==> src/rtl/ising_run_ctrl_if.sv <==
// rtl/ising_run_ctrl_if.sv - register write strobe shared with weight loading
interface ising_run_ctrl_if;
  logic        wready;
  logic [31:0] wr_addr;
  logic [31:0] wdata;

  modport master (output wready, wr_addr, wdata);
  modport slave  (input  wready, wr_addr, wdata);
endinterface

==> src/rtl/ising_run_ctrl.sv <==
// rtl/ising_run_ctrl.sv - run sequencer: matrix reset, anneal, phase sampling, spin readout
module ising_run_ctrl #(
  parameter int          N             = 3,
  parameter int          RESET_CYCLES  = 8,
  parameter int          SAMPLE_CYCLES = 64,
  parameter logic [31:0] CTRL_ADDR     = 32'h0000_0000,
  parameter logic [31:0] RUNTIME_ADDR  = 32'h0000_0004
) (
  input  logic                 clk,
  input  logic                 axi_rst,
  ising_run_ctrl_if.slave      wr,
  input  logic [N-1:0]         osc_in_i,
  output logic                 ising_rstn_o,
  output logic                 busy_o,
  output logic                 done_o,
  output logic [N-1:0]         spins_o,
  output logic [31:0]          run_count_o
);
  localparam int MW = $clog2(SAMPLE_CYCLES + 1);

  typedef enum logic [2:0] {IDLE, RESET, RUN, SAMPLE, DONE} state_e;

  state_e        state_q;
  logic [N-1:0]  sync1_q, sync2_q;
  logic [31:0]   run_time_q, run_len_q, cnt_q, run_count_q;
  logic [MW-1:0] mis_q [N];
  logic [MW-1:0] mis_d [N];
  logic [N-1:0]  spins_q, vote;
  logic          rstn_q, busy_q, done_q;
  logic          wr_ctrl, start, abort;

  assign wr_ctrl = wr.wready && (wr.wr_addr == CTRL_ADDR);
  assign abort   = wr_ctrl && wr.wdata[1];
  assign start   = wr_ctrl && wr.wdata[0] && !wr.wdata[1];

  // Tally includes the current cycle's compare so the exit vote sees all windows.
  always_comb begin
    vote = '0;
    for (int i = 0; i < N; i++) begin
      mis_d[i] = mis_q[i] + MW'(sync2_q[i] ^ sync2_q[0]);
      vote[i]  = (i != 0) && (32'(mis_d[i]) > 32'(SAMPLE_CYCLES / 2));
    end
  end

  always_ff @(posedge clk) begin
    if (axi_rst) begin
      state_q     <= IDLE;
      sync1_q     <= '0;
      sync2_q     <= '0;
      run_time_q  <= 32'd1000;
      run_len_q   <= 32'd1;
      cnt_q       <= '0;
      run_count_q <= '0;
      spins_q     <= '0;
      rstn_q      <= 1'b0;
      busy_q      <= 1'b0;
      done_q      <= 1'b0;
      for (int i = 0; i < N; i++) mis_q[i] <= '0;
    end else begin
      sync1_q <= osc_in_i;
      sync2_q <= sync1_q;
      if (wr.wready && (wr.wr_addr == RUNTIME_ADDR)) run_time_q <= wr.wdata;

      if (abort) begin
        state_q <= IDLE;
        rstn_q  <= 1'b0;
        busy_q  <= 1'b0;
        done_q  <= 1'b0;
      end else begin
        case (state_q)
          IDLE, DONE: begin
            if (start) begin
              state_q     <= RESET;
              cnt_q       <= '0;
              run_count_q <= '0;
              rstn_q      <= 1'b0;
              busy_q      <= 1'b1;
              done_q      <= 1'b0;
            end
          end
          RESET: begin
            cnt_q <= cnt_q + 32'd1;
            if (cnt_q == 32'(RESET_CYCLES - 1)) begin
              state_q   <= RUN;
              cnt_q     <= '0;
              rstn_q    <= 1'b1;
              run_len_q <= (run_time_q == 32'd0) ? 32'd1 : run_time_q;
              for (int i = 0; i < N; i++) mis_q[i] <= '0;
            end
          end
          RUN: begin
            cnt_q <= cnt_q + 32'd1;
            if (run_count_q != '1) run_count_q <= run_count_q + 32'd1;
            if (cnt_q == run_len_q - 32'd1) begin
              state_q <= SAMPLE;
              cnt_q   <= '0;
            end
          end
          SAMPLE: begin
            cnt_q <= cnt_q + 32'd1;
            for (int i = 0; i < N; i++) mis_q[i] <= mis_d[i];
            if (cnt_q == 32'(SAMPLE_CYCLES - 1)) begin
              state_q <= DONE;
              spins_q <= vote;
              busy_q  <= 1'b0;
              done_q  <= 1'b1;
            end
          end
          default: state_q <= IDLE;
        endcase
      end
    end
  end

  assign ising_rstn_o = rstn_q;
  assign busy_o       = busy_q;
  assign done_o       = done_q;
  assign spins_o      = spins_q;
  assign run_count_o  = run_count_q;
endmodule
==> src/flat_wrapper.sv <==
// flat-port wrapper written by rule: the top's interface ports become plain ports
module ising_run_ctrl_flat 
#(
  parameter int          N             = 3,
  parameter int          RESET_CYCLES  = 8,
  parameter int          SAMPLE_CYCLES = 64,
  parameter logic [31:0] CTRL_ADDR     = 32'h0000_0000,
  parameter logic [31:0] RUNTIME_ADDR  = 32'h0000_0004
)
  (clk, axi_rst, osc_in_i, ising_rstn_o, busy_o, done_o, spins_o, run_count_o, wr_wready, wr_wr_addr, wr_wdata);
  ising_run_ctrl_if wr_i ();
  input  logic clk;
  input  logic axi_rst;
  input  logic [N-1:0] osc_in_i;
  output logic ising_rstn_o;
  output logic busy_o;
  output logic done_o;
  output logic [N-1:0] spins_o;
  output logic [31:0] run_count_o;
  input wire logic [$bits(wr_i.wready)-1:0] wr_wready;
  input wire logic [$bits(wr_i.wr_addr)-1:0] wr_wr_addr;
  input wire logic [$bits(wr_i.wdata)-1:0] wr_wdata;
  assign wr_i.wready = wr_wready;
  assign wr_i.wr_addr = wr_wr_addr;
  assign wr_i.wdata = wr_wdata;
  ising_run_ctrl #(.N(N), .RESET_CYCLES(RESET_CYCLES), .SAMPLE_CYCLES(SAMPLE_CYCLES), .CTRL_ADDR(CTRL_ADDR), .RUNTIME_ADDR(RUNTIME_ADDR)) u_core (.clk(clk), .axi_rst(axi_rst), .wr(wr_i), .osc_in_i(osc_in_i), .ising_rstn_o(ising_rstn_o), .busy_o(busy_o), .done_o(done_o), .spins_o(spins_o), .run_count_o(run_count_o));
endmodule
==> config.mk <==
export PLATFORM = sky130hd
export DESIGN_NAME = ising_run_ctrl_flat
export DESIGN_NICKNAME = d
export VERILOG_FILES = /design/src/rtl/ising_run_ctrl_if.sv /design/src/rtl/ising_run_ctrl.sv /design/src/flat_wrapper.sv
export SDC_FILE = /design/constraint.sdc
export NUM_CORES = 1
export LEC_CHECK = 0
export CAP_MARGIN = 10
export CORE_UTILIZATION = 25
export CTS_CLUSTER_SIZE = 16
export DETAILED_ROUTE_END_ITERATION = 12
export HOLD_SLACK_MARGIN = 0.02
export PLACE_DENSITY = 0.43
export SLEW_MARGIN = 40
export SYNTH_ARGS = -nofsm -noshare
export SYNTH_HDL_FRONTEND = slang
export SYNTH_SLANG_ARGS = --single-unit
==> constraint.sdc <==
create_clock -name clk -period 4.85 [get_ports clk]
set_input_delay 1.2125 -clock clk [delete_from_list [all_inputs] [get_ports clk]]
set_output_delay 1.2125 -clock clk [all_outputs]
set_load 0.05 [all_outputs]
==> impl_metrics.csv, run 1 <==
group,metric,value,unit
critical_path,endpoint_kind,"register",
sta,clock.fmax,256,MHz
yosys,ys.warnings.count,0,
placed_design,place_inst,1511,
finish,fin_cells,1543,
placed_design,hpwl,16900,µm
sta,rsz0062_at_grt,"false",
critical_path,critical_path_class,"register to register",
clock_network,tritoncts,"built",
global_routing,grt_usage,14.2,%
sta,period_minus_slack,3900,ps
yosys,seq_area_frac_synth,39.1,%
die,core,0.0327,mm²
yosys,synth_nets,1098,
critical_path,worst_setup_path_start_kind,"register",
routing,drt-pass1-iter-count,5,
yosys,netlist_area,0.00835,mm²
finish,drive_gt1_share,5.63,%
routing,vias_per_cell,4.75,
global_routing,grt_overflow,0,
routing,wl_per_cell,15.1,µm
clock_network,ctsResizeCount,0,
finish,syn_to_final_growth,23.9,%
global_routing,grt_pass1_vias,6929,
pwr,p_sw_share,27.0,%
pwr,finalPower,2.86,mW
placed_design,io_buffers,106,
die,start_util,25.5,%
clock_network,post_cts_buffers,0,
routing,drtIter0Drc,382,
sta,slew_violations,0,
pwr,p_int,2.09,mW
critical_path,cp_data_required_time,5180,ps
sta,finalSetupViolations,0,
placed_design,routabilityCongestion,0.754,
yosys,synth_async_sr_flop_share,0,%
finish,antenna_cells,0,
routing,drtAntennaViolNets,0,
die,num_rows,66,
yosys,syn_inst,1021,
pwr,p_per_area,277,mW/mm²
critical_path,critPathMaxFanout,18,
critical_path,worstPathArrival,4230,ps
sta,relSlewSlack,50.4,%
yosys,synth-edff-count,14,
clock_network,cts_buffers,17,
die,die-area,0.0341,mm²
hold_path,hold_class,"register to register",
sta,whs,450,ps
die,die_height,185,µm
pwr,combPwrFrac,6.1,%
die,ios,108,
clock_network,clk_pin_slew,80,ps
pwr,p_sw,774,µW
global_routing,grt_max_degree,60,
sta,timing.final.crit_share,80.5,%
clock_network,worstSkewPairLatency,450,ps
routing,drc,0,
yosys,ys.flop_type,"dfxtp_1",
clock_network,htree_levels,4,
pwr,p_leak,3.50,nW
flow_run,cap_viol_max_count,0,
clock_network,cts_hold_buf,0,
yosys,syn_area_per_cell,8.18,µm²
sta,tns,0,ps
clock_network,clk_path_buf_depth,2,
finish,layout_commonest_cell,"dfxtp_1",
finish,final_nets,1165,
yosys,synth_cell_types,63,
pwr,seqPwrFrac,46.2,%
outcome,status,"finished clean",
pwr,clockPowerShare,47.7,%
global_routing,grt_pass1_wl,37700,µm
sta,finalHoldViolations,0,
sta,worst_pin_slew,741,ps
yosys,synth-seq-cells,156,
finish,fin_util,31.6,%
sta,finalClockSkew,14.7,ps
global_routing,antenna_found_initial,0,
clock_network,ctsRootBufferMaster,"clkbuf_16",
pwr,peakVddDrop,0.000246,V
clock_network,clkSinkCount,156,
routing,vias,7336,
routing,drt-total-wl,23200,µm
finish,mostFrequentLayoutCells,"dfxtp_1 (142), nand2_1 (117), nor2_1 (108)",
die,die_w,185,µm
[layout make-up]
type	count	area, µm²
fill	3537	22400
inverter	19	71.3
clock buffer	17	425
multi-input combinational	775	4710
tap	442	553
clock inverter	15	169
timing repair buffer	119	1150
sequential	156	3260
[power groups by stage]
stage	clock [mW]	combinational, mW	sequential, mW
after detailed placement	0	0.177	1.35
after global placement	0	0.176	1.35
after global routing	1.47	0.192	1.32
final	1.36	0.175	1.32
after CTS	1.42	0.178	1.32
after floorplan	0	0.106	1.34
[registers in the layout (all words and copies together), names as in the netlist]
name and flops:
u_core.run_time_q 32, u_core.done_o 1, u_core.ising_rstn_o 1, u_core.cnt_q 32, u_core.sync2_q 3, u_core.sync1_q 3
u_core.run_count_o 32, u_core.busy_o 1, u_core.run_len_q 32, u_core.mis_q 14, u_core.state_q 3, u_core.spins_o 2
[metal layers]
layer / GRT usage, % / wire length (µm) / up-vias
met3: 3.00 / 873 / 24
met4: 4.66 / 377 / 0
met2: 20.8 / 9850 / 139
met1: 20.4 / 12100 / 3405
li1: - / - / 3768
met5: 0 / 0 / -
[logic make-up (layout without fill, tap and decap cells)]
kind of cell,after synthesis,in the layout,synth area share (%)
adder cells (fa/ha/maj),7,7,1.05
XOR/XNOR,86,86,9.02
flip-flops,156,156,39.1
AND/OR/NAND/NOR,500,500,30.8
AO/OA/AOI/OAI,151,151,11.7
multiplexers,30,30,3.60
other,1,1,0.0449
buffers and inverters,90,170,4.69
[worst max-delay path, cell delays in order (launching register included)]
cell and delay [ps]:
dfxtp_1 380, inv_1 80, ha_1 300, or4b_1 600, or3_1 510, or4b_1 560, a2bb2oi_1 170, nand4_1 130
and4bb_1 400, buf_4 280, nor4_1 80, a211o_1 270
[synth_stat cells (18+ instances only)]
library cell | count | area (µm²)
nor2_1 | 108 | 405
o21ai_0 | 28 | 140
nor4_1 | 46 | 288
clkbuf_1 | 54 | 203
inv_1 | 19 | 71.3
nor3_1 | 43 | 215
xor2_1 | 43 | 377
nor2b_1 | 18 | 113
dfxtp_1 | 142 | 2840
mux2i_1 | 30 | 300
xnor2_1 | 43 | 377
or3_1 | 21 | 131
nand2_1 | 117 | 439
a21oi_1 | 49 | 245
nand4_1 | 22 | 138
nand3_1 | 43 | 215
[stage by stage]
step | setup WS, ps | instance area, µm²
3_5_place_dp | 635 | 9750
3_3_place_gp | 632 | 9750
2_1_floorplan | 1480 | 8350
6_report | 948 | 10300
5_1_grt | 700 | 10300
4_1_cts | 943 | 10300
[final timing paths]
check	start	endpoint	slack, ps	cells after the start
min	u_core.sync1_q[2]	u_core.sync2_q[2]	450	1
max	u_core.run_len_q[0]	u_core.cnt_q[25]	950	11
min reg2reg	u_core.sync1_q[2]	u_core.sync2_q[2]	450	1
max reg2reg	u_core.run_len_q[0]	u_core.cnt_q[25]	950	11
Power figures use the tool's default switching activity.
==> run 2: changes to the inputs <==
==> constraint.sdc (replaced) <==
create_clock -name clk -period 3.7 [get_ports clk]
set_input_delay 0.925 -clock clk [delete_from_list [all_inputs] [get_ports clk]]
set_output_delay 0.925 -clock clk [all_outputs]
set_load 0.05 [all_outputs]
==> run 2 against run 1 <==
  * Worst setup slack lost 720 ps
  * Clock skew up 1.3 ps
  * Total power grew 33%
  * Wire length rose by 1.7%
  * Via count increased by 1.5%
  * Clock-buffer cell count increased by 1
  * Sequential share of layout area decreased by 0.97 points
  * Clock power grew 35%
  * Maximum frequency rose by 12%
  * Critical endpoint is now u_core.cnt_q[2]
==> impl_metrics.csv, run 2 (synthesis results as in run 1) <==
group,metric,value,unit
outcome,status,"finished clean",
die,die_height,185,µm
clock_network,clk_path_buf_depth,2,
sta,rsz0062_at_grt,"false",
routing,drc,0,
clock_network,ctsRootBufferMaster,"clkbuf_16",
flow_run,cap_viol_max_count,0,
clock_network,ctsResizeCount,0,
critical_path,endpoint_kind,"register",
clock_network,cts_hold_buf,0,
routing,vias_per_cell,4.72,
die,core,0.0327,mm²
sta,finalHoldViolations,0,
finish,final_nets,1200,
sta,period_minus_slack,3480,ps
global_routing,grt_max_degree,52,
clock_network,clk_pin_slew,70,ps
hold_path,hold_class,"register to register",
global_routing,grt_pass1_vias,7139,
sta,worst_pin_slew,659,ps
sta,relSlewSlack,55.9,%
finish,nFillCells,3488,
pwr,p_per_area,356,mW/mm²
sta,tns,0,ps
routing,wl_per_cell,15.0,µm
clock_network,htree_levels,4,
die,die-area,0.0341,mm²
placed_design,routabilityCongestion,0.763,
routing,drtIter0Drc,461,
critical_path,worst_setup_path_start_kind,"register",
routing,drtAntennaViolNets,0,
critical_path,cp_data_required_time,4040,ps
critical_path,path_cells,"inv_1 -> ha_1 -> or4b_1 -> or3_1 -> or4b_1 -> a2bb2oi_1 -> nand4_1 -> and4bb_1 -> buf_4 -> nor4b_1 -> a211o_1",
global_routing,grt_usage,14.6,%
critical_path,path_buf_inv,2,
critical_path,critPathMaxFanout,17,
finish,antenna_cells,0,
sta,slew_violations,0,
routing,drt-pass1-iter-count,5,
global_routing,grt_overflow,0,
critical_path,critical_path_class,"register to register",
sta,finalSetupViolations,0,
global_routing,grt_pass1_wl,38800,µm
clock_network,post_cts_buffers,0,
finish,fin_util,32.6,%
pwr,p_leak,3.70,nW
pwr,finalPower,3.80,mW
clock_network,tritoncts,"built",
critical_path,worstPathArrival,3810,ps
critical_path,crit_family,"simple AND/OR/NAND/NOR gates",
die,start_util,25.5,%
finish,mostFrequentLayoutCells,"dfxtp_1 (142), nand2_1 (117), nor2_1 (108)",
routing,drt-total-wl,23600,µm
finish,layout_commonest_cell,"dfxtp_1",
die,ios,108,
routing,vias,7444,
sta,whs,440,ps
critical_path,cp_slowest_cell,"or4b_1",
clock_network,clkSinkCount,156,
clock_network,cts_buffers,17,
placed_design,io_buffers,106,
finish,drive_gt1_share,8.54,%
sta,clock.fmax,288,MHz
sta,finalWorstSetupSlack,224,ps
critical_path,max_stage_delay,550,ps
global_routing,antenna_found_initial,0,
critical_path,crit_top_cell,"or4b_1",
placed_design,hpwl,17400,µm
placed_design,place_ws,87.9,ps
pwr,peakVddDrop,0.000329,V
die,num_rows,66,
sta,finalClockSkew,16.0,ps
finish,syn_to_final_growth,27.8,%
die,die_w,185,µm
sta,timing.final.crit_share,93.9,%
clock_network,worstSkewPairLatency,460,ps
-- run 2: changes by cell type in the layout (fill, tap and decap cells not counted), sizes merged --
cell | before | now
buf | 14 | 49
clkbuf | 17 | 18
clkinv | 6 | 4
inv | 28 | 29
-- run 2: path summary, 6_finish.rpt --
path	start	endpoint	slack, ps	depth (start not counted)
setup / recovery	u_core.run_len_q[1]	u_core.cnt_q[2]	220	11
hold / removal	u_core.sync1_q[2]	u_core.sync2_q[2]	440	1
setup reg to reg	u_core.run_len_q[1]	u_core.cnt_q[2]	220	11
hold reg to reg	u_core.sync1_q[2]	u_core.sync2_q[2]	440	1
-- run 2: cell type report --
| cell class | instances | area [µm²] | share of cell area [%] |
|---|---|---|---|
| Tap cell | 442 | 553 | 5.18 |
| Multi-Input combinational cell | 775 | 4710 | 44.1 |
| Clock inverter | 14 | 158 | 1.48 |
| Clock buffer | 18 | 450 | 4.22 |
| Inverter | 19 | 71.3 | 0.668 |
| Sequential cell | 156 | 3260 | 30.6 |
| Timing Repair Buffer | 154 | 1470 | 13.7 |
-- run 2: metal layers --
metal	global-route usage [%]	vias up	routed length (µm)
met1	20.6	3457	12200
met4	4.73	0	309
met2	21.7	138	10300
li1	-	3832	-
met3	3.16	17	900
met5	0	-	0
-- run 2: power breakdown --
| group | switching, mW | internal, mW | leakage (nW) |
|---|---|---|---|
| registers | 0.0136 | 1.71 | 1.29 |
| clock network | 0.877 | 0.950 | 0.300 |
| logic | 0.125 | 0.123 | 2.11 |
-- run 2: through the flow --
| step | area (µm²) | instances |
|---|---|---|
| 2_1_floorplan | 8350 | 1021 |
| 3_3_place_gp | 10100 | 1546 |
| 3_5_place_dp | 10100 | 1546 |
| 4_1_cts | 10700 | 1578 |
| 5_1_grt | 10700 | 1578 |
| 6_report | 10700 | 1578 |
